===== src/rtl/io_syscall_responder_pkg.sv =====
`default_nettype none
// ============================================================================
// Module   : io_pkg
// Brief    : Service codes and FSM encoding shared by the I/O responder and
//            the control unit's IORead/IOWrite decode.
// Revision : 1.0
// ============================================================================
package io_pkg;

    localparam logic [31:0] SVC_RD_SW_WAIT = 32'd0;
    localparam logic [31:0] SVC_RD_SW      = 32'd1;
    localparam logic [31:0] SVC_RD_SW8S    = 32'd2;
    localparam logic [31:0] SVC_RD_BTN     = 32'd3;
    localparam logic [31:0] SVC_WR_LED     = 32'd4;
    localparam logic [31:0] SVC_WR_SEG     = 32'd5;

    typedef enum logic [1:0] {
        ST_IDLE         = 2'd0,
        ST_WAIT_PRESS   = 2'd1,
        ST_WAIT_RELEASE = 2'd2,
        ST_DONE         = 2'd3
    } io_state_t;

    function automatic logic is_read_service(input logic [31:0] svc);
        return (svc <= SVC_RD_BTN);
    endfunction

    function automatic logic is_write_service(input logic [31:0] svc);
        return (svc == SVC_WR_LED) || (svc == SVC_WR_SEG);
    endfunction

endpackage
`default_nettype wire


===== src/rtl/io_syscall_responder_if.sv =====
`default_nettype none
// ============================================================================
// Module   : io_syscall_responder_if
// Brief    : CPU-side request/response bundle of the I/O syscall responder.
// Revision : 1.0
// ============================================================================
interface io_syscall_responder_if;

    logic        io_read;
    logic        io_write;
    logic [31:0] service;
    logic [31:0] wdata;
    logic [31:0] rdata;
    logic        io_stall;
    logic        io_done;

    modport master (
        output io_read, io_write, service, wdata,
        input  rdata, io_stall, io_done
    );

    modport slave (
        input  io_read, io_write, service, wdata,
        output rdata, io_stall, io_done
    );

endinterface
`default_nettype wire


===== src/rtl/io_syscall_responder_btn_debounce.sv =====
`default_nettype none
// ============================================================================
// Module   : btn_debounce
// Brief    : 2-flop synchronizer plus stable-level counter for one button.
// Revision : 1.0
// ============================================================================
module btn_debounce #(
    parameter logic [19:0] DEBOUNCE_CYCLES = 20'd1000000
) (
    input  wire logic clk,
    input  wire logic rst_n,
    input  wire logic i_btn,
    output logic      o_level
);

    logic        r_meta;
    logic        r_sync;
    logic        r_sync_prev;
    logic [19:0] r_cnt;
    logic        r_level;

    always_ff @(posedge clk) begin
        if (!rst_n) begin
            r_meta      <= 1'b0;
            r_sync      <= 1'b0;
            r_sync_prev <= 1'b0;
            r_cnt       <= 20'd0;
            r_level     <= 1'b0;
        end else begin
            r_meta      <= i_btn;
            r_sync      <= r_meta;
            r_sync_prev <= r_sync;
            // Any change restarts the stability window; once full, the
            // counter parks and the output simply tracks the stable input.
            if (r_sync != r_sync_prev) begin
                r_cnt <= 20'd0;
            end else if (r_cnt == DEBOUNCE_CYCLES - 20'd1) begin
                r_level <= r_sync;
            end else begin
                r_cnt <= r_cnt + 20'd1;
            end
        end
    end

    assign o_level = r_level;

endmodule
`default_nettype wire


===== src/rtl/io_syscall_responder.sv =====
`default_nettype none
// ============================================================================
// Module   : io_syscall_responder
// Brief    : Serves CPU I/O syscalls against switches, confirm button, LEDs
//            and the 7-segment value register; stalls until complete.
// Revision : 1.0
// ============================================================================
module io_syscall_responder
    import io_pkg::*;
#(
    parameter logic [19:0] DEBOUNCE_CYCLES = 20'd1000000,
    parameter int          SW_WIDTH        = 16,
    parameter int          LED_WIDTH       = 16
) (
    input  wire logic                 clk,
    input  wire logic                 rst_n,
    io_syscall_responder_if.slave     cpu,
    input  wire logic [SW_WIDTH-1:0]  sw,
    input  wire logic                 btn_confirm,
    output logic      [LED_WIDTH-1:0] led,
    output logic      [31:0]          seg_value
);

    io_state_t            r_state;
    logic [SW_WIDTH-1:0]  r_sw_meta;
    logic [SW_WIDTH-1:0]  r_sw_sync;
    logic                 r_btn_prev;
    logic [31:0]          r_capture;
    logic [31:0]          r_rdata;
    logic                 r_io_done;
    logic [LED_WIDTH-1:0] r_led;
    logic [31:0]          r_seg;

    logic                 w_btn;
    logic                 w_req;
    logic                 w_btn_rise;
    logic                 w_btn_fall;
    logic [31:0]          w_sw_ext;
    logic [31:0]          w_sw8_sext;

    btn_debounce #(
        .DEBOUNCE_CYCLES (DEBOUNCE_CYCLES)
    ) u_btn_confirm (
        .clk     (clk),
        .rst_n   (rst_n),
        .i_btn   (btn_confirm),
        .o_level (w_btn)
    );

    assign w_req      = cpu.io_read | cpu.io_write;
    assign w_btn_rise = w_btn & ~r_btn_prev;
    assign w_btn_fall = ~w_btn & r_btn_prev;
    assign w_sw_ext   = 32'(r_sw_sync);
    assign w_sw8_sext = {{24{r_sw_sync[7]}}, r_sw_sync[7:0]};

    always_ff @(posedge clk) begin
        if (!rst_n) begin
            r_state    <= ST_IDLE;
            r_sw_meta  <= '0;
            r_sw_sync  <= '0;
            r_btn_prev <= 1'b0;
            r_capture  <= 32'd0;
            r_rdata    <= 32'd0;
            r_io_done  <= 1'b0;
            r_led      <= '0;
            r_seg      <= 32'd0;
        end else begin
            r_sw_meta  <= sw;
            r_sw_sync  <= r_sw_meta;
            r_btn_prev <= w_btn;
            r_io_done  <= 1'b0;
            case (r_state)
                ST_IDLE: begin
                    if (w_req) begin
                        r_state   <= ST_DONE;
                        r_io_done <= 1'b1;
                        if (cpu.io_read && cpu.io_write) begin
                            r_rdata <= 32'd0;
                        end else begin
                            case (cpu.service)
                                SVC_RD_SW_WAIT: begin
                                    r_state   <= ST_WAIT_PRESS;
                                    r_io_done <= 1'b0;
                                end
                                SVC_RD_SW:   r_rdata <= w_sw_ext;
                                SVC_RD_SW8S: r_rdata <= w_sw8_sext;
                                SVC_RD_BTN:  r_rdata <= {31'd0, w_btn};
                                SVC_WR_LED:  r_led   <= cpu.wdata[LED_WIDTH-1:0];
                                SVC_WR_SEG:  r_seg   <= cpu.wdata;
                                default:     r_rdata <= 32'd0;
                            endcase
                        end
                    end
                end
                ST_WAIT_PRESS: begin
                    // Switches are captured on the press but only committed to
                    // rdata on release, so an aborted wait leaves rdata intact.
                    if (!w_req) begin
                        r_state <= ST_IDLE;
                    end else if (w_btn_rise) begin
                        r_capture <= w_sw_ext;
                        r_state   <= ST_WAIT_RELEASE;
                    end
                end
                ST_WAIT_RELEASE: begin
                    if (!w_req) begin
                        r_state <= ST_IDLE;
                    end else if (w_btn_fall) begin
                        r_rdata   <= r_capture;
                        r_io_done <= 1'b1;
                        r_state   <= ST_DONE;
                    end
                end
                ST_DONE: begin
                    r_state <= ST_IDLE;
                end
                default: begin
                    r_state <= ST_IDLE;
                end
            endcase
        end
    end

    // Stall must cover the accept cycle, so it is decoded from live request.
    assign cpu.io_stall = rst_n & w_req & (r_state != ST_DONE);
    assign cpu.io_done  = r_io_done;
    assign cpu.rdata    = r_rdata;
    assign led          = r_led;
    assign seg_value    = r_seg;

endmodule
`default_nettype wire


===== src/flat_wrapper.sv =====
// flat-port wrapper written by rule: the top's interface ports become plain ports
module io_syscall_responder_flat import io_pkg::*;
#(
    parameter logic [19:0] DEBOUNCE_CYCLES = 20'd1000000,
    parameter int          SW_WIDTH        = 16,
    parameter int          LED_WIDTH       = 16
)
  (clk, rst_n, sw, btn_confirm, led, seg_value, cpu_io_read, cpu_io_write, cpu_service, cpu_wdata, cpu_rdata, cpu_io_stall, cpu_io_done);
  io_syscall_responder_if cpu_i ();
  input  wire logic clk;
  input  wire logic rst_n;
  input  wire logic [SW_WIDTH-1:0] sw;
  input  wire logic btn_confirm;
  output logic      [LED_WIDTH-1:0] led;
  output logic      [31:0] seg_value;
  input wire logic [$bits(cpu_i.io_read)-1:0] cpu_io_read;
  input wire logic [$bits(cpu_i.io_write)-1:0] cpu_io_write;
  input wire logic [$bits(cpu_i.service)-1:0] cpu_service;
  input wire logic [$bits(cpu_i.wdata)-1:0] cpu_wdata;
  output wire logic [$bits(cpu_i.rdata)-1:0] cpu_rdata;
  output wire logic [$bits(cpu_i.io_stall)-1:0] cpu_io_stall;
  output wire logic [$bits(cpu_i.io_done)-1:0] cpu_io_done;
  assign cpu_i.io_read = cpu_io_read;
  assign cpu_i.io_write = cpu_io_write;
  assign cpu_i.service = cpu_service;
  assign cpu_i.wdata = cpu_wdata;
  assign cpu_rdata = cpu_i.rdata;
  assign cpu_io_stall = cpu_i.io_stall;
  assign cpu_io_done = cpu_i.io_done;
  io_syscall_responder #(.DEBOUNCE_CYCLES(DEBOUNCE_CYCLES), .SW_WIDTH(SW_WIDTH), .LED_WIDTH(LED_WIDTH)) u_core (.clk(clk), .rst_n(rst_n), .cpu(cpu_i), .sw(sw), .btn_confirm(btn_confirm), .led(led), .seg_value(seg_value));
endmodule

===== config.mk =====
export PLATFORM = sky130hd
export DESIGN_NAME = io_syscall_responder_flat
export DESIGN_NICKNAME = d
export VERILOG_FILES = /design/src/rtl/io_syscall_responder_pkg.sv /design/src/rtl/io_syscall_responder_if.sv /design/src/rtl/io_syscall_responder_btn_debounce.sv /design/src/rtl/io_syscall_responder.sv /design/src/flat_wrapper.sv
export SDC_FILE = /design/constraint.sdc
export NUM_CORES = 1
export LEC_CHECK = 0
export BUFFER_PORTS_ARGS = -buffer_cell sky130_fd_sc_hd__buf_2
export CAP_MARGIN = 20
export CELL_PAD_IN_SITES_DETAIL_PLACEMENT = 1
export CELL_PAD_IN_SITES_GLOBAL_PLACEMENT = 1
export CORE_ASPECT_RATIO = 0.7
export CORE_MARGIN = 5
export CORE_UTILIZATION = 39
export DETAILED_ROUTE_END_ITERATION = 10
export PLACE_DENSITY_LB_ADDON = 0.1
export SLEW_MARGIN = 40
export SYNTH_ARGS = -nofsm -noshare
export SYNTH_HDL_FRONTEND = slang
export SYNTH_SLANG_ARGS = --single-unit

===== constraint.sdc =====
create_clock -name clk -period 2.9 [get_ports clk]
set_input_delay 0.58 -clock clk [delete_from_list [all_inputs] [get_ports clk]]
set_output_delay 0.58 -clock clk [all_outputs]
set_load 0.05 [all_outputs]

==> results_dict.tcl <==
set metrics [dict create \
    drtIter0Drc 265 \
    ctsResizeCount 0 \
    swShare_pct 25.1 \
    critical_path_required_ns 3.19 \
    layout-drive-gt1-share_pct 29.9 \
    async_flop_share_pct 0 \
    cts_tree "done" \
    ys_top_cells_by_area "dfxtp_1 47%, nand4_1 5.7%, a21boi_0 4.8%, o21ai_0 4.3%, and2_1 4.1%" \
    cts_made_buffers 17 \
    io_pins 167 \
    hold_start "sw[9]" \
    hold_viol 0 \
    die_h_um 114 \
    dp_slack_ns 0.215 \
    n_fill_cell 1721 \
    cts.path.max_buffers 2 \
    path_class "in2reg" \
    crit_arrival_ns 2.51 \
    syn_area_per_cell_sq_um 9.32 \
    grt_pass1_vias 5590 \
    drc 0 \
    whs_path_depth 2 \
    ys_seq_area_share_pct 47.1 \
    synth-main-ff-cell "dfxtp_1" \
    setup_violations 0 \
    clkTransAtPathRegs_ns 0.06 \
    powerDensity_mw_per_mm2 608 \
    holdWs_ns 0.357 \
    r2r-end "u_core.cpu.rdata[10]" \
    yosysUniqueCellTypes 45 \
    clk_latency_ns 0.43 \
    fmax_mhz 451 \
    crit_path_start_kind "input pin" \
    core_area_sq_mm 0.0149 \
    vias 5318 \
    post_cts_buffers 0 \
    syn_inst 643 \
    slew_headroom_pct 53.1 \
    min_to "u_core.r_sw_meta[9]" \
    wire_per_inst_um 18.2 \
    vias_per_cell 5.42 \
    cts-htree-levels 4 \
    min_period_over_period_pct 76.5 \
    ctsRootBufferMaster "clkbuf_16" \
    drt_pre_antenna_iters 4 \
    synth_enable_flop_cells 0 \
    die_x_um 158 \
    total_power_mw 4.55 \
    multi_input_area_sq_mm 0.00281 \
    r2r_cells 6 \
    p_seq_share_pct 44.4 \
    power_frac_comb_pct 8.2 \
    cap_violations 0 \
    pwr-share-clk_pct 47.4 \
    slew_viol_final 0 \
    internal_power_mw 3.41 \
    switching_power_mw 1.14 \
    yosysMostFrequentCell "dfxtp_1" \
    gp_congestion 0.783 \
    start_util_pct 40.3 \
    status "completed" \
    num_antenna_cells 0 \
    ctsHoldBuffers 0 \
    rows 37 \
    antenna_found_initial 0 \
    io_buffers 166 \
    rsz0062_at_grt "no" \
    synth_seq_cells 141 \
    dieArea_sq_mm 0.0180 \
    fin_setup_tns_ns 0 \
    syn_nets 729 \
    wirelength_mm 17.9 \
    placed_area_sq_mm 0.00690 \
    ys_warn_count 0 \
    finalClockSkew_ns 0.00883 \
    final_cells 982 \
    timing.final.crit_period_ns 2.22 \
    finalCoreUtilization_pct 50.3 \
    hpwl_mm 12.5 \
    yosysTopAreaCellShare_pct 47.1 \
    overflow 0 \
    worst_pin_slew_ns 0.703 \
    worstPathMaxFanout 64 \
    grt_usage_pct 20.1 \
    p_leak_nw 3.07 \
    synth_top_area_cell "dfxtp_1" \
    ant_nets 0 \
    area_growth_pct 24.8 \
    syn_area_sq_mm 0.00599 \
    r2r_start "u_core.u_btn_confirm.o_level" \
    ir_drop_uv 372 \
    design_area_sq_mm 0.00748 \
    seqCellArea_sq_mm 0.00282 \
    grt_pass1_wl_mm 28.7 \
    fin_ws_ns 0.682 \
    grt_max_degree 116 \
    r2r_slack_ns 0.68 \
    place_inst 951 \
    synth.top_cells.by_count "141 x dfxtp_1, 55 x nand4_1, 51 x o21ai_0" \
    hold_path.class "in2reg" \
    cts_sinks 141 \
    nNetsFinal 861 \
    crit_path_end_kind "flip-flop" \
]
## worst max path at each step
| stage | from | to | slack [ns] | depth (start not counted) |
|---|---|---|---|---|
| 3_3_place_gp | cpu_service[6] | u_core.cpu.rdata[11] | 0.27 | 7 |
| 6_report | cpu_service[7] | u_core.led[8] | 0.68 | 7 |
| 5_1_grt | u_core.u_btn_confirm.o_level | u_core.cpu.rdata[13] | 0.53 | 6 |
| 3_5_place_dp | cpu_service[6] | u_core.led[8] | 0.22 | 7 |
| 4_1_cts | u_core.u_btn_confirm.o_level | u_core.cpu.rdata[10] | 0.69 | 6 |
| 2_1_floorplan | cpu_io_write | cpu_io_stall | 0.59 | 4 |
## cells by family after synthesis
kind of cell | share of synthesized area, %
multiplexers | 3.17
AND/OR/NAND/NOR | 21.0
XOR/XNOR | 2.05
buffers and inverters | 6.26
AO/OA/AOI/OAI | 20.3
adder cells (fa/ha/maj) | 0.209
flip-flops | 47.1
## placed cells by master, fill, tap and decap left out, types with 2 or more instances in the layout
master,n
nand2_1,14
a21oi_1,15
a22oi_1,9
nor2b_1,22
a21oi_2,10
nand2b_1,2
clkinv_2,2
buf_12,3
clkbuf_16,17
bufinv_16,2
o221ai_1,16
a21o_1,10
or2_2,4
mux2i_1,19
or3_1,17
a32oi_1,7
dfxtp_1,141
nor3_1,10
nor4_2,2
and2_1,38
a21boi_1,12
o21ai_0,51
buf_2,166
a311oi_1,3
nand3_1,9
nor4_1,8
buf_4,14
inv_6,2
nor3b_1,2
clkinv_4,2
inv_1,7
xor2_1,4
nor2_1,21
nand4_1,55
xnor2_1,10
a21boi_0,38
and3_1,2
clkinvlp_4,5
## layout make-up
class	count	area share [%]
clock buffers	18	5.87
flip-flops and latches	141	37.7
well taps	195	3.26
multi-input cells	425	37.6
inverters	7	0.351
repair buffers	183	13.3
clock inverters	13	1.91
## routing by layer
metal / up-vias / share of wire [%] / global-route usage (%)
met2: 142 / 47 / 32.2
li1: 2597 / - / -
met5: - / 0 / 0
met3: 20 / 6.4 / 4.85
met4: 0 / 1.1 / 6.48
met1: 2559 / 45 / 26.8
## worst max-delay path, cell delays in order
cell and delay [ns]:
buf_2 0.09, nor4_1 0.29, nand2_1 0.26, or3_2 0.55
buf_4 0.34, o21ai_0 0.25, a21boi_0 0.14
## registers in the layout (all words and copies together) (netlist names)
signal,flops
u_core.cpu.io_done,1
u_core.r_capture,16
u_core.r_state,2
u_core.seg_value,32
u_core.r_btn_prev,1
u_core.r_sw_sync,16
u_core.led,16
u_core.u_btn_confirm.r_cnt,20
u_core.u_btn_confirm.r_meta,1
u_core.r_sw_meta,16
u_core.u_btn_confirm.r_sync,1
u_core.u_btn_confirm.o_level,1
u_core.cpu.rdata,17
u_core.u_btn_confirm.r_sync_prev,1
## power by group through the flow
stage	logic (mW)	clock network [mW]	registers [mW]
2_1_floorplan	0.165	0	2.12
3_3_place_gp	0.365	0	2.06
3_5_place_dp	0.373	0	2.06
4_1_cts	0.375	2.21	2.02
5_1_grt	0.405	2.29	2.03
6_report	0.373	2.16	2.02
(Power assumes the default switching activity.)
